$ cat config.mk
export PLATFORM = sky130hd
export DESIGN_NAME = sequence_ctrl
export DESIGN_NICKNAME = d
export VERILOG_FILES = /design/src/rtl/sequence_ctrl.sv
export SDC_FILE = /design/constraint.sdc
export NUM_CORES = 1
export LEC_CHECK = 0
export CAP_MARGIN = 20
export CORE_AREA = 2 2 68 70
export CTS_CLUSTER_DIAMETER = 120
export DETAILED_ROUTE_END_ITERATION = 8
export DIE_AREA = 0 0 70 72
export PLACE_DENSITY = 0.77
export SLEW_MARGIN = 10
export SYNTH_ARGS = -nofsm -noshare
export SYNTH_HDL_FRONTEND = slang
export SYNTH_SLANG_ARGS = --single-unit
$ cat constraint.sdc
create_clock -name clock -period 4.85 [get_ports clock]
set_input_delay 0.485 -clock clock [delete_from_list [all_inputs] [get_ports clock]]
set_output_delay 0.485 -clock clock [all_outputs]
set_load 0.005 [all_outputs]
$ cat src/rtl/sequence_ctrl.sv
// sequence_ctrl: record/playback controller for the 2-bit sequencer.
// Conditions panel buttons, writes the sequence RAM and paces playback.
module sequence_ctrl #(
  parameter int unsigned COUNTER_LIMIT = 5,
  parameter logic [23:0] CLOCK_LIMIT   = 24'd5999999,
  parameter int unsigned ADDR_WIDTH    = 3
) (
  input  logic                  clock,
  input  logic                  Reset,
  input  logic                  Store,
  input  logic                  Play,
  input  logic [1:0]            Sequence,
  output logic                  mem_we,
  output logic [ADDR_WIDTH-1:0] mem_waddr,
  output logic [1:0]            mem_wdata,
  output logic [ADDR_WIDTH-1:0] mem_raddr,
  output logic [ADDR_WIDTH:0]   length,
  output logic                  full,
  output logic                  empty,
  output logic                  display_en,
  output logic                  tick
);

  localparam int unsigned LW = ADDR_WIDTH + 1;
  localparam logic [LW-1:0] CAP = LW'(COUNTER_LIMIT + 1);

  typedef enum logic {
    IDLE = 1'b0,
    PLAY = 1'b1
  } state_e;

  state_e                state_q;
  logic [2:0]            store_sync_q;
  logic [2:0]            play_sync_q;
  logic [1:0]            seq_s1_q;
  logic [1:0]            seq_s2_q;
  logic                  store_p_q;
  logic                  play_p_q;
  logic [23:0]           cnt_q;
  logic [LW-1:0]         length_q;
  logic [ADDR_WIDTH-1:0] raddr_q;
  logic [ADDR_WIDTH-1:0] waddr_q;
  logic [1:0]            wdata_q;
  logic                  we_q;
  logic                  wrap;
  logic                  last;
  logic                  is_full;

  assign wrap    = (state_q == PLAY) && (cnt_q == CLOCK_LIMIT);
  assign last    = ({1'b0, raddr_q} == (length_q - 1'b1));
  assign is_full = (length_q == CAP);

  // [0],[1] synchronise the pin, [2] is the previous level for edge detect
  always_ff @(posedge clock or negedge Reset) begin
    if (!Reset) begin
      store_sync_q <= '1;
      play_sync_q  <= '1;
      seq_s1_q     <= '1;
      seq_s2_q     <= '1;
      store_p_q    <= 1'b0;
      play_p_q     <= 1'b0;
    end else begin
      store_sync_q <= {store_sync_q[1:0], Store};
      play_sync_q  <= {play_sync_q[1:0], Play};
      seq_s1_q     <= Sequence;
      seq_s2_q     <= seq_s1_q;
      store_p_q    <= store_sync_q[2] & ~store_sync_q[1];
      play_p_q     <= play_sync_q[2] & ~play_sync_q[1];
    end
  end

  always_ff @(posedge clock or negedge Reset) begin
    if (!Reset) begin
      state_q  <= IDLE;
      cnt_q    <= '0;
      length_q <= '0;
      raddr_q  <= '0;
      waddr_q  <= '0;
      wdata_q  <= '0;
      we_q     <= 1'b0;
    end else begin
      we_q <= 1'b0;
      if (store_p_q && !is_full) begin
        we_q     <= 1'b1;
        waddr_q  <= length_q[ADDR_WIDTH-1:0];
        wdata_q  <= ~seq_s2_q;
        length_q <= length_q + 1'b1;
      end
      // a store in the same cycle swallows the play press
      if (play_p_q && !store_p_q) begin
        cnt_q   <= '0;
        raddr_q <= '0;
        if (state_q == PLAY) begin
          state_q <= IDLE;
        end else if (length_q != '0) begin
          state_q <= PLAY;
        end
      end else if (state_q == PLAY) begin
        if (wrap) begin
          cnt_q   <= '0;
          raddr_q <= last ? '0 : raddr_q + 1'b1;
        end else begin
          cnt_q <= cnt_q + 1'b1;
        end
      end
    end
  end

  assign mem_we     = we_q;
  assign mem_waddr  = waddr_q;
  assign mem_wdata  = wdata_q;
  assign mem_raddr  = raddr_q;
  assign length     = length_q;
  assign full       = is_full;
  assign empty      = (length_q == '0);
  assign display_en = (state_q == PLAY);
  assign tick       = wrap;

endmodule

==> reports/summary.txt, run 1 <==
Pleak - 1.19 nW
DRT Wirelength - 4200 um
unrepaired setup endpoints after global routing - no
hold buffers post-CTS - 0
overall routing resource usage - 0.183
DIE HEIGHT - 72 um
Syn. warnings - 0
clk slew on worst S/H paths - 100 ps
nets - 257
CTS Buffer Depth - 2
post-route clock period utilization - 0.597
fraction of power consumed by the clock network - 0.246
worst slew margin relative to its limit - 0.503
status - complete, no violations
Arr. time, crit path - 2410 ps
Peak VDD IR - 0.236 mV
setup TNS - 0 ps
Worst Path Required - 4370 ps
final-layout fill cell count - 353
cts repair resizes - 0
synthesized instance count - 220
Sw Pwr - 0.319 mW
Synth cell types - 42
I/O Buffers - 22
Clock Sinks - 50
Site Rows - 24
first-pass GRT wire length - 7250 um
DRT iter0 DRCs - 87
DRC viols - 0
Period minus WS final - 2890 ps
total power - 1.04 mW
post-synthesis register bit count - 50
drt wl/cell - 14.1 um
GP Congestion - 0.824
Root Buffer - clkbuf_8
Net Count, Synth - 232
die width - 70 um
pin count of the biggest net entering global routing - 51
Comb power frac - 0.241
ys async rst share - 1.00
final setup fails - 0
syn avg cell area - 10.7 um^2
share of cells above drive strength 1 - 0.118
CP Max Fanout - 5
antenna viol nets, final - 0
Clock Skews - 6.44 ps
CTS tree - yes
setup bufs post-CTS - 0
n_diodes - 0
Max Fclk - 345 MHz
Post-synth top flop - dfrtp_1
initial antenna violation count - 0
CP Class - reg -> out
synth-to-layout area growth - 15.8%
TritonCTS Buffers - 5
die area - 0.00504 mm^2
Post-synth EDFFs - 0
worst-skew pair later-pin latency - 310 ps
internal power - 0.724 mW
Switching Share - 0.306
GR Overflow Total - 0
synth top area cells - dfrtp_1, dfstp_2, xnor2_1, nor2_1, xor2_1
crit start category - register
final hold violation count - 0
most common cell after layout, fill and taps aside - dfrtp_1
Hold/Removal Path Class - in -> async
area leader, netlist - dfrtp_1
fin. max-slew vios - 0
vias in the first global route - 1,500
Pwr per Cell Area - 383 mW/mm^2
DP HPWL - 2970 um
most frequent cells in the layout - dfrtp_1, nor2_1, nand2_1, clkdlybuf4s50_1, xnor2_1
H-tree Lvls - 2
DR vias/cell - 5.49
Pre-antenna DRT Iters - 5
max cap viols - 0
area share of the largest cell type after synthesis - 0.426
Initial Util - 0.551
crit path capture type - primary output
Core ar. - 0.00426 mm^2
Seq/Total Area, Yosys - 0.538
worst-margin pin slew - 742 ps
Vias - 1,635
I/O pin cnt - 23
Syn Std Cell Area - 0.00235 mm^2
Flop pwr share - 0.514
-- power by group through the flow --
stage	clock [mW]	sequential, mW	combinational (mW)
6_report	0.256	0.536	0.251
3_5_place_dp	0	0.544	0.253
4_1_cts	0.264	0.535	0.254
5_1_grt	0.278	0.548	0.282
3_3_place_gp	0	0.541	0.248
2_1_floorplan	0	0.529	0.136
-- area by class of cell --
class / instances / area, um^2 / share of cell area
Inverter: 7 / 26.3 / 0.00966
Timing Repair Buffer: 23 / 235 / 0.0865
Sequential cell: 50 / 1260 / 0.465
Tap cell: 52 / 65.1 / 0.0239
Clock inverter: 3 / 26.3 / 0.00966
Multi-Input combinational cell: 158 / 1030 / 0.380
Clock buffer: 5 / 68.8 / 0.0253
-- critical path, cell delays in order, from the launching register on --
cell and delay, ps:
dfrtp_1 390, ha_1 190, and4_1 270, nand4_1 100, or4_1 500, inv_1 140, clkdlybuf4s50_1 510
-- routing by layer --
| metal | GRT usage | wire, um | share of wire | up-vias |
|---|---|---|---|---|
| li1 | - | - | - | 797 |
| met1 | 0.269 | 2020 | 0.48 | 798 |
| met2 | 0.263 | 1910 | 0.46 | 31 |
| met3 | 0.0431 | 166 | 0.040 | 9 |
| met4 | 0.0791 | 93 | 0.022 | 0 |
| met5 | 0 | 0 | 0 | - |
-- Yosys cell counts, types with 3 or more instances --
library cell	instances
or3_1	3
nor2_1	26
nand4_1	5
xnor2_1	18
ha_1	6
and3_1	3
nor3_1	5
a21oi_1	4
nor2b_1	3
inv_1	6
dfstp_2	10
dfrtp_1	40
o21ai_0	8
nand2_1	23
nand3_1	13
xor2_1	10
-- path summary, 6_finish.rpt --
kind                             endpoint      startpoint  cells past startpoint  slack [ps]
hold / removal                  cnt_q[17]           Reset                      1          40
hold reg to reg            play_sync_q[1]  play_sync_q[0]                      0         360
min in group clock         play_sync_q[1]  play_sync_q[0]                      0         360
setup / recovery                     tick        cnt_q[0]                      6        1960
setup reg to reg                cnt_q[10]        cnt_q[0]                      6        2560
max in group asynchronous     seq_s2_q[1]           Reset                      2        4260
-- cells by family after synthesis --
logic type | count (synthesis) | share of synthesized area
multiplexers | 1 | 0.00426
XOR/XNOR | 28 | 0.104
AO/OA/AOI/OAI | 19 | 0.0533
adder cells (fa/ha/maj) | 6 | 0.0319
flip-flops | 50 | 0.538
buffers and inverters | 12 | 0.0218
AND/OR/NAND/NOR | 104 | 0.247
-- registers in the layout (all words and copies together) (netlist names) --
register and cells:
mem_we 1, store_p_q 1, mem_waddr 3, store_sync_q 3, mem_wdata 2, play_p_q 1, seq_s1_q 2, mem_raddr 3
seq_s2_q 2, length 4, cnt_q 24, display_en 1, play_sync_q 3
-- metrics by stage --
step / hold slack [ps] / instances / setup WS, ps / util / cell area (um^2)
final: 43.1 / 298 / 1960 / 0.638 / 2720
after global routing: 59.9 / 298 / 1790 / 0.638 / 2720
after CTS: 367 / 297 / 1940 / 0.633 / 2700
after detailed placement: 352 / 289 / 2300 / 0.611 / 2610
after global placement: 346 / 289 / 2330 / 0.611 / 2610
after floorplan: 189 / 220 / 2920 / - / 2350
No activity file was read; power rests on OpenSTA's default activity.
==> inputs of run 2 (changes only) <==
==> constraint.sdc (replaced) <==
create_clock -name clock -period 2.75 [get_ports clock]
set_input_delay 0.275 -clock clock [delete_from_list [all_inputs] [get_ports clock]]
set_output_delay 0.275 -clock clock [all_outputs]
set_load 0.005 [all_outputs]
==> reports/summary.txt, run 2 (same netlist as run 1, synthesis figures left out) <==
fin. max-slew vios - 0
crit path from - cnt_q[0]
first-pass GRT wire length - 7280 um
max cap viols - 0
worst-skew pair later-pin latency - 310 ps
Period minus WS final - 2630 ps
I/O Buffers - 22
I/O pin cnt - 23
Pleak - 1.21 nW
nets - 261
synth-to-layout area growth - 17.4%
die area - 0.00504 mm^2
Core ar. - 0.00426 mm^2
CTS Buffer Depth - 2
fin area - 0.00276 mm^2
antenna viol nets, final - 0
DRT Wirelength - 4260 um
Clock Sinks - 50
Site Rows - 24
smallest setup slack after layout - 122 ps
CTS tree - yes
DIE HEIGHT - 72 um
setup TNS - 0 ps
R2R Setup Slk - 620 ps
Clock Skews - 4.96 ps
worst hold slack - 354 ps
most common cell after layout, fill and taps aside - dfrtp_1
Vias - 1,689
pin count of the biggest net entering global routing - 47
Reg-to-Reg End - cnt_q[17]
number of flip-flops in the largest register - 24
TritonCTS Buffers - 5
post-route clock period utilization - 0.956
worst-margin pin slew - 766 ps
Pwr per Cell Area - 673 mW/mm^2
Pre-antenna DRT Iters - 4
overall routing resource usage - 0.186
worst slew margin relative to its limit - 0.487
Arr. time, crit path - 2350 ps
Initial Util - 0.551
Hold/Removal Path Class - in -> reg
Storage cell area - 0.00126 mm^2
Place WS - 413 ps
vias in the first global route - 1,559
clk slew on worst S/H paths - 100 ps
final-layout fill cell count - 340
GP Congestion - 0.795
Worst Path Required - 2480 ps
final setup fails - 0
drt wl/cell - 14.1 um
DP HPWL - 3000 um
Root Buffer - clkbuf_8
reg2reg path depth - 7
DR vias/cell - 5.59
crit path capture type - primary output
Peak VDD IR - 0.475 mV
area of the multi-input gates - 0.00104 mm^2
Largest Register - cnt_q
most frequent cells in the layout - dfrtp_1, nor2_1, nand2_1, clkdlybuf4s50_1, xnor2_1
total placed instance area - 0.00263 mm^2
initial antenna violation count - 0
CP Max Fanout - 5
die width - 70 um
CP Class - reg -> out
status - complete, no violations
H-tree Lvls - 2
unrepaired setup endpoints after global routing - no
n_diodes - 0
crit path to - tick
GR Overflow Total - 0
share of cells above drive strength 1 - 0.132
DRC viols - 0
crit start category - register
r2r startpoint - cnt_q[0]
final hold violation count - 0
DRT iter0 DRCs - 76
Max Fclk - 381 MHz
## run 2: cell count changes in the layout (fill, tap and decap cells not counted)
cell | before | now
or4_1 | 2 | 1
buf_4 | 0 | 3
inv_8 | 0 | 1
dlygate4sd3_1 | 0 | 1
inv_6 | 2 | 1
or4_4 | 0 | 1
## run 2: area by class of cell
cell class	count	share of cell area
sequential	50	0.458
multi-input combinational	158	0.376
timing repair buffer	27	0.0971
clock buffer	5	0.0249
tap	52	0.0236
clock inverter	3	0.0104
inverter	7	0.00952
## run 2: repair_timing
item / 4_1_cts / 5_1_grt
setup endpoints to repair: 0 / 1
resized for setup: 0 / 1
setup buffers: 0 / 0
endpoints found under the hold margin: 0 / 17
hold buffers: 0 / 1
## run 2: worst max-delay path, stage by stage, from the launching register on
cell,delay (ps)
dfrtp_1,390
ha_1,190
and4_1,280
nand4_1,100
or4_4,460
inv_1,120
clkdlybuf4s50_1,500
## run 2: stage by stage
step | cells | utilization | total power, mW
6_report | 302 | 0.647 | 1.86
5_1_grt | 302 | 0.647 | 1.97
4_1_cts | 300 | 0.639 | 1.87
3_5_place_dp | 292 | 0.616 | 1.41
3_3_place_gp | 292 | 0.616 | 1.39
2_1_floorplan | 220 | - | 1.17
## run 2: power by group
group	internal [mW]	switching, mW	leakage, nW
clock network	0.190	0.269	0.0506
registers	0.835	0.108	0.642
logic	0.259	0.196	0.517
total	1.28	0.573	1.21
## run 2: how the worst min path moves through the flow
stage	start	endpoint	slack (ps)	cells past startpoint
finish	Sequence[0]	seq_s1_q[0]	350	1
global route	Sequence[0]	seq_s1_q[0]	340	1
CTS	Reset	mem_wdata[0]	150	1
detailed placement	store_sync_q[0]	store_sync_q[1]	350	0
global placement	store_sync_q[0]	store_sync_q[1]	350	0
floorplan	Reset	cnt_q[0]	-20	0
## run 2: layer usage
layer	global-route usage	part of all wire	vias up
met3	0.0431	0.043	10
met4	0.0919	0.029	0
met2	0.273	0.46	38
li1	-	-	808
met5	0	0	-
met1	0.263	0.47	833
==> inputs of run 3 (changes only) <==
--- a/config.mk
+++ b/config.mk
@@ -6,11 +6,10 @@
 export NUM_CORES = 1
 export LEC_CHECK = 0
 export CAP_MARGIN = 20
-export CORE_AREA = 2 2 68 70
+export CORE_AREA = 2 2 77 79
 export CTS_CLUSTER_DIAMETER = 120
 export DETAILED_ROUTE_END_ITERATION = 8
-export DIE_AREA = 0 0 70 72
-export PLACE_DENSITY = 0.77
+export DIE_AREA = 0 0 79 81
 export SLEW_MARGIN = 10
 export SYNTH_ARGS = -nofsm -noshare
 export SYNTH_HDL_FRONTEND = slang
==> reports/summary.txt, run 3 (same netlist as run 1, synthesis figures left out) <==
I/O pin cnt - 23
DRT Wirelength - 4360 um
setup TNS - 0 ps
Peak VDD IR - 0.323 mV
worst-margin pin slew - 770 ps
setup bufs post-CTS - 0
DRT iter0 DRCs - 83
first-pass GRT wire length - 7440 um
Core ar. - 0.00568 mm^2
min-delay src - Play
post-route clock period utilization - 0.958
clk slew on worst S/H paths - 100 ps
H-tree Lvls - 2
n_diodes - 0
GR Overflow Total - 0
DRC viols - 0
Clock Sinks - 50
worst slew margin relative to its limit - 0.485
overall routing resource usage - 0.150
DIE HEIGHT - 81 um
reg2reg path depth - 5
TritonCTS Buffers - 5
most common cell after layout, fill and taps aside - dfrtp_1
R2R Setup Slk - 690 ps
CP Max Fanout - 5
placed cells - 315
WHS Path Cells - 1
number of flip-flops in the largest register - 24
vias in the first global route - 1,567
Hold/Removal Path Class - in -> reg
CTS tree - yes
DR vias/cell - 5.05
Pleak - 1.21 nW
crit path capture type - primary output
initial antenna violation count - 0
Max Fclk - 380 MHz
I/O Buffers - 22
fin util - 0.493
max cap viols - 0
Initial Util - 0.414
die width - 79 um
Worst Path Required - 2480 ps
final cell count without fillers - 325
Site Rows - 28
die area - 0.00640 mm^2
r2r startpoint - cnt_q[6]
smallest setup slack after layout - 117 ps
CP Class - reg -> out
nets - 261
total power - 1.86 mW
crit start category - register
drt wl/cell - 13.4 um
status - complete, no violations
Vias - 1,642
Pwr per Cell Area - 666 mW/mm^2
crit path from - cnt_q[0]
share of cells above drive strength 1 - 0.140
most frequent cells in the layout - dfrtp_1, nor2_1, nand2_1, clkdlybuf4s50_1, xnor2_1
Pre-antenna DRT Iters - 4
final hold violation count - 0
Place WS - 395 ps
Root Buffer - clkbuf_8
final setup fails - 0
Reg-to-Reg End - cnt_q[19]
DP HPWL - 3020 um
worst-skew pair later-pin latency - 310 ps
GP Congestion - 0.791
pin count of the biggest net entering global routing - 47
hold path endpoint - play_sync_q[0]
CTS Buffer Depth - 2
synth-to-layout area growth - 19.0%
unrepaired setup endpoints after global routing - no
fin. max-slew vios - 0
antenna viol nets, final - 0
Clock Skews - 3.48 ps
Period minus WS final - 2630 ps
Largest Register - cnt_q
Arr. time, crit path - 2360 ps
run 3: how the worst max path moves through the flow:
stage	endpoint	slack, ps	cells after the start
detailed placement	tick	390	6
global route	tick	7	6
finish	tick	120	6
CTS	tick	40	6
global placement	tick	430	6
floorplan	mem_raddr[2]	970	5
run 3: layout make-up:
type                       instances  area (um^2)
inverter                           7         26.3
sequential                        50         1260
timing repair buffer              27          268
multi-input combinational        158         1050
clock inverter                     3         28.8
tap                               75         93.8
clock buffer                       5         68.8
fill                             545         2880
run 3: repair_timing:
item,CTS,global route
endpoints found under the setup margin,0,1
gates resized for setup,0,3
hold buffers,0,1
hold endpoints to repair,0,8
run 3: routing by layer:
metal  GRT usage  vias to the layer above  part of all wire
met3      0.0344                        9             0.035
li1            -                      810                 -
met4      0.0741                        0             0.022
met5           0                        -                 0
met2       0.225                       28              0.45
met1       0.203                      795              0.50
run 3: metrics by stage:
| step | hold WS (ps) | cell area, um^2 |
|---|---|---|
| floorplan | -20.6 | 2350 |
| global route | 344 | 2800 |
| CTS | 168 | 2750 |
| detailed placement | 347 | 2660 |
| finish | 355 | 2800 |
| global placement | 345 | 2660 |
run 3: report_power, final:
| part | total (mW) | leakage (nW) | switching, mW | internal [mW] |
|---|---|---|---|---|
| Sequential | 0.946 | 0.642 | 0.111 | 0.835 |
| Clock | 0.468 | 0.0506 | 0.277 | 0.191 |
| Combinational | 0.450 | 0.520 | 0.191 | 0.259 |
| Total | 1.86 | 1.21 | 0.579 | 1.28 |
run 3: worst max-delay path, cell delays in order, from the launching register on:
cell,delay (ps)
dfrtp_1,390
ha_1,200
and4_4,260
nand4_1,100
or4_4,460
inv_1,120
clkdlybuf4s50_1,510
==> RTL change 1, RTL diff (settings of run 1) <==
Set the parameter `ADDR_WIDTH` to 4 (it was 3).
--- a/src/rtl/sequence_ctrl.sv
+++ b/src/rtl/sequence_ctrl.sv
@@ -5,3 +5,3 @@
   parameter logic [23:0] CLOCK_LIMIT   = 24'd5999999,
-  parameter int unsigned ADDR_WIDTH    = 3
+  parameter int unsigned ADDR_WIDTH    = 4
 ) (
Interface: changed (resized length, mem_raddr and mem_waddr); port bits go from 23 to 26. No check against the original RTL was run, so the function may have changed too.
==> RTL change 1 against run 1 <==
Worst setup slack got worse by 0.014 ns. Clock skew fell by 0.0012 ns. Routed wire length grew 8.6%. First-iteration DRC count rose by 18%. Synthesized area rose by 5.2%. Sequential cell count increased by 3. Sequential share of layout area increased by 0.23 points. Total power grew 7.7%. Design area is 5.4% higher. Largest cell class unchanged. Highest routed layer unchanged.
==> RTL change 1: results (changes against run 1) <==
Global routing
  • Overall routing resource usage: 0.195 (+0.0119)
  • Maximum number of pins on one net before global-route repair: 54 (+5.9%)
  • Global-route wire length before repair: 7760 um (+7.0%)
  • Via count of the first global-routing pass: 1698 (+13%)

Critical path
  • Capture point of the critical path: tick
  • R2r setup slk: 2.47 ns (-0.09 ns)
  • Highest net fanout along the worst path: 8 (+3)
  • Source of the worst register-to-register timing path: cnt_q[12]$_DFFE_PN0P_
  • CP Data Arrival Time: approximately 2.4 ns
  • Cells on worst reg2reg path: 5 (-1)
  • Endpoint of the worst register-to-register path: cnt_q[21]$_DFFE_PN0P_

STA
  • Fin Hold WS: 0.265 ns (+0.222 ns)
  • Final Worst Setup Slack: 1.94 ns (-0.0144 ns)
  • Final setup skew: 0.00524 ns (-0.00119 ns)
  • Rel. slew slack: 0.514 (+0.0104)

Synthesis
  • Fraction of the mapped netlist area in compound gates: 0.0501 (-0.00312)
  • Syn Area/Cell: 10.5 um2 (-2.0%)
  • Post-synthesis mux area share: 0.00810 (+0.00384)
  • Adder-Cell Fraction of Synth Area: 0.0253 (-0.00663)
  • Post-synth net total: 247 (+6.5%)
  • Post-synth top cells: dfrtp_1, nand2_1, nor2_1
  • Number of library cell types mapped by synthesis: 43 (+2.4%)
  • Xor/xnor share of the synthesized area: 0.112 (+0.00804)
  • Largest cells by area after synthesis: dfrtp_1, dfstp_2, xnor2_1, nand2_1, nor2_1
  • Commonest register cell after synthesis: dfrtp_1
  • Fraction of the yosys area taken by sequential cells: 0.542 (+0.00397)

Placement
  • Port buffer count: 25 (+14%)
  • Place WS: 2.27 ns (-0.0234 ns)
  • Post-detail-place hpwl: 3230 um (+8.5%)
  • Placed insts: 307 (+6.2%)
  • Final RePlAce weighted congestion: 0.820 (-0.49%)

Clock tree
  • CTS Buf Count: 5 (unchanged)
  • Clk_lat worst skew: 0.31 ns (about the same)
  • Clock transition at the register clock pins on the worst setup and hold paths after CTS: 0.09 ns
  • Number of buffers between clock root and the deepest sink: 2 (unchanged)
  • CTS root buffer: clkbuf_8

Finish
  • Number of fill cells: 341 (-3.4%)
  • Layout cells sized above 1: 0.0833 (-0.0346)
  • Final layout net count: 274 (+6.6%)
  • Antenna diode count: 0 (unchanged)

Run status
  • Status: completed

Drt
  • Post-Route WL: 4560 um (+8.6%)
  • Number of DRC violations after detailed-routing iteration 0: 103 (+18%)
  • DR WL/cell: 14.4 um (+2.4%)
  • Initial DRT Pass Iterations: 4 (-1)
  • Number of vias in the routed layout: 1759 (+7.6%)

Power and ir drop
  • Peak supply drop: 0.000191 V (-19%)
  • Leakage: 1.23 nW (+3.7%)
==> RTL change 1: changes by cell type after synthesis, sizes merged, moves of 2 or more <==
cell / delta
nand3: -9
nand2: +9
nor4: +4
clkbuf: +3
and4: +2
dfrtp: +3
nand4: +4
==> RTL change 1: cell families after synthesis <==
| group | Yosys count |
|---|---|
| AOI/OAI and AO/OA | 20 |
| adders and majority gates | 5 |
| and+or+nand+nor | 111 |
| buffers and inverters | 15 |
| muxes | 2 |
| xor gates and xnor gates | 30 |
| DFF | 53 |
==> RTL change 1: through the flow <==
step,util,cell area [um2]
CTS,0.670,2860
floorplan,-,2470
detailed placement,0.647,2760
global placement,0.647,2760
global route,0.673,2870
finish,0.673,2870
==> RTL change 1: where the power goes <==
part | internal (mW) | leakage [nW] | total [mW] | switching [mW]
Combinational | 0.167 | 0.499 | 0.288 | 0.122
Clock | 0.107 | 0.0495 | 0.258 | 0.151
Sequential | 0.505 | 0.682 | 0.576 | 0.0710
Total | 0.779 | 1.23 | 1.12 | 0.343
==> RTL change 1: final cells by class <==
class,count,share of cell area
repair buffers,27,0.0925
multi-input cells,168,0.374
clock inverters,3,0.00916
inverters,8,0.0105
flip-flops and latches,53,0.467
well taps,52,0.0227
clock buffers,5,0.0240
==> RTL change 1: routing by layer <==
metal | wire (um) | GRT usage
met5 | 0 | 0
met4 | 63 | 0.0705
met3 | 128 | 0.0431
met2 | 2140 | 0.311
met1 | 2220 | 0.268
==> RTL change 1: worst max-delay path: stages, from the launching register on <==
cell             delay (ns)
dfrtp_1                0.45
or4b_1                 0.55
nor4_2                 0.30
nand3_2                0.20
inv_1                  0.12
clkdlybuf4s50_1        0.50
==> RTL change 2, RTL diff (settings of run 1) <==
Made on the original files. Make the reset (`Reset`) synchronous in 2 clocked blocks.
--- a/src/rtl/sequence_ctrl.sv
+++ b/src/rtl/sequence_ctrl.sv
@@ -53,3 +53,3 @@
   // [0],[1] synchronise the pin, [2] is the previous level for edge detect
-  always_ff @(posedge clock or negedge Reset) begin
+  always_ff @(posedge clock) begin
     if (!Reset) begin
@@ -71,3 +71,3 @@
 
-  always_ff @(posedge clock or negedge Reset) begin
+  always_ff @(posedge clock) begin
     if (!Reset) begin
Function: differs if Reset is asserted again (counterexample within 10 cycles, from zero or initial values and one cycle with Reset low); with Reset held inactive, the same outputs for 10 cycles.
==> RTL change 2 against run 1 <==
Non-clock buffer count down 1. Sequential cell count unchanged. Routed wire length down 12%. Critical path depth down 2. Worst setup slack better by 0.27 ns. Design area down 8.6%. Synthesized area down 7.5%. Critical path type unchanged. Largest cell class is now multi-input combinational cells.
Power is not compared: it rests on default switching activity, and its combinational part moved more than twofold at a synthesized area within 25%.
==> RTL change 2: results (changes against run 1) <==
Power and ir drop
  • Peak supply drop: ~0.00018 V
  • Leakage: around 0.94 nW

Drt
  • Number of DRC violations after detailed-routing iteration 0: 87 (unchanged)
  • Length of routed met2 wiring: 1700 um (-11%)
  • Post-DR vias/cell: 5.12 (-6.6%)
  • Post-Route WL: 3710 um (-12%)
  • Uppermost routed layer: met4
  • Length of routed met3 wiring: 110 um (-34%)
  • Initial DRT Pass Iterations: 4 (-1)
  • Number of vias in the routed layout: 1542 (-5.7%)
  • M1 WL: 1840 um (-8.9%)

Clock tree
  • Number of buffers between clock root and the deepest sink: 2 (unchanged)
  • H-tree depth reported by CTS: 2 (unchanged)
  • CTS Buf Count: 5 (unchanged)
  • Clk_lat worst skew: ~0.30 ns
  • Post-CTS Repair Setup Buffers: 0 (unchanged)
  • Clock transition at the register clock pins on the worst setup and hold paths after CTS: roughly 0.09 ns
  • Cells resized by post-CTS repair: 0 (unchanged)
  • CTS root buffer: clkbuf_8

Global routing
  • Antenna violations before repair: 0 (unchanged)
  • Maximum number of pins on one net before global-route repair: 24 (-53%)
  • Via count of the first global-routing pass: 1432 (-4.5%)
  • Overall routing resource usage: 0.156 (-0.0272)
  • Global-route wire length before repair: 6390 um (-12%)

Placement
  • Placed insts: 293 (+1.4%)
  • Final RePlAce weighted congestion: 0.699 (-15%)
  • Post-detail-place hpwl: 2570 um (-14%)
  • Port buffer count: 22 (unchanged)
  • Place WS: 2.54 ns (+0.247 ns)

Finish
  • Antenna diode count: 0 (unchanged)
  • Number of flip-flops in the largest register: 24 (unchanged)
  • Number of fill cells: 375 (+6.2%)
  • Top reg by flops: cnt_q
  • Final layout net count: 260 (+1.2%)
  • Layout cells sized above 1: 0.0803 (-0.0376)

Run status
  • Status: completed

Synthesis
  • Commonest register cell after synthesis: dfxtp_1
  • Number of library cell types mapped by synthesis: 40 (-4.8%)
  • Fraction of the yosys area taken by sequential cells: 0.460 (-0.0775)
  • Post-synth top cells: dfxtp_1, nor2_1, xor2_1
  • Number of warnings reported in the yosys synthesis log: 0 (unchanged)
  • Post-synth net total: 239 (+3.0%)
  • Gate count after technology mapping: 227 (+3.2%)
  • Share of async-settable or async-resettable flops after synthesis: 0 (-1.00)
  • Largest cells by area after synthesis: dfxtp_1, xor2_1, nor2_1, ha_1, nand2b_1

Critical path
  • Kind of cell adding the most delay to the critical path: simple AND/OR/NAND/NOR gates
  • Maximum cell stage delay along the critical path: 0.57 ns (+0.06 ns)
  • Highest net fanout along the worst path: 11 (+6)
  • Library cell contributing the largest single delay on the critical path: clkdlybuf4s50_1

STA
  • Rel. slew slack: 0.475 (-0.0283)
  • Final setup skew: 0.00999 ns (+0.00356 ns)

Worst hold path
  • Hold crit path type: reg2reg
RTL change 2: cell count changes after synthesis, sizes merged, moves of 4 or more:
cell	change
dfrtp	-40
dfstp	-10
dfxtp	+50
nand2	-9
nand2b	+10
nand4	+4
nor4	-5
o21ai	-7
xnor2	-10
xor2	+10
RTL change 2: final timing paths:
kind | from | end | slack, ns | cells past startpoint
max | display_en$_SDFFE_PN0P_ | tick | 2.23 | 4
min | play_sync_q[0]$_SDFF_PN1_ | play_sync_q[1]$_SDFF_PN1_ | 0.42 | 1
max reg2reg | length[0]$_SDFFE_PN0P_ | length[3]$_SDFFE_PN0P_ | 2.84 | 7
min reg2reg | play_sync_q[0]$_SDFF_PN1_ | play_sync_q[1]$_SDFF_PN1_ | 0.42 | 1
RTL change 2: cell type report:
| cell class | count | share of cell area |
|---|---|---|
| multi-input combinational | 160 | 0.432 |
| sequential | 50 | 0.402 |
| timing repair buffer | 22 | 0.0885 |
| clock buffer | 5 | 0.0277 |
| tap | 52 | 0.0262 |
| inverter | 9 | 0.0136 |
| clock inverter | 3 | 0.00956 |
RTL change 2: stage by stage:
stage,utilization,total power [mW],instance area [um2]
floorplan,-,0.444,2170
global placement,0.562,0.452,2390
detailed placement,0.562,0.453,2390
CTS,0.583,0.696,2490
global route,0.583,0.716,2490
finish,0.583,0.687,2490
RTL change 2: logic make-up (layout without fill, tap and decap cells):
group,after synthesis,after routing,share of synthesized area
muxes,2,2,0.00921
AOI/OAI and AO/OA,13,13,0.0403
xor gates and xnor gates,28,28,0.113
buffers and inverters,17,39,0.0455
and+or+nand+nor,111,111,0.297
adders and majority gates,6,6,0.0345
DFF,50,50,0.460
RTL change 2: worst reg2reg max path: stages (launching register included):
cell and delay, ns:
dfxtp_1 0.50, inv_1 0.16, ha_1 0.23, nand3b_1 0.12, and2_1 0.44, nand4_1 0.17, xnor2_1 0.15, and2_1 0.16
RTL change 2: metal layers:
layer / track usage / up-vias
met5: 0 / -
met4: 0.0577 / 0
met3: 0.0333 / 4
met2: 0.250 / 21
met1: 0.211 / 717
li1: - / 800
RTL change 2: power by group:
group	internal (mW)	switching, mW
sequential	0.416	0.00224
combinational	0.0124	0.0123
clock	0.103	0.141
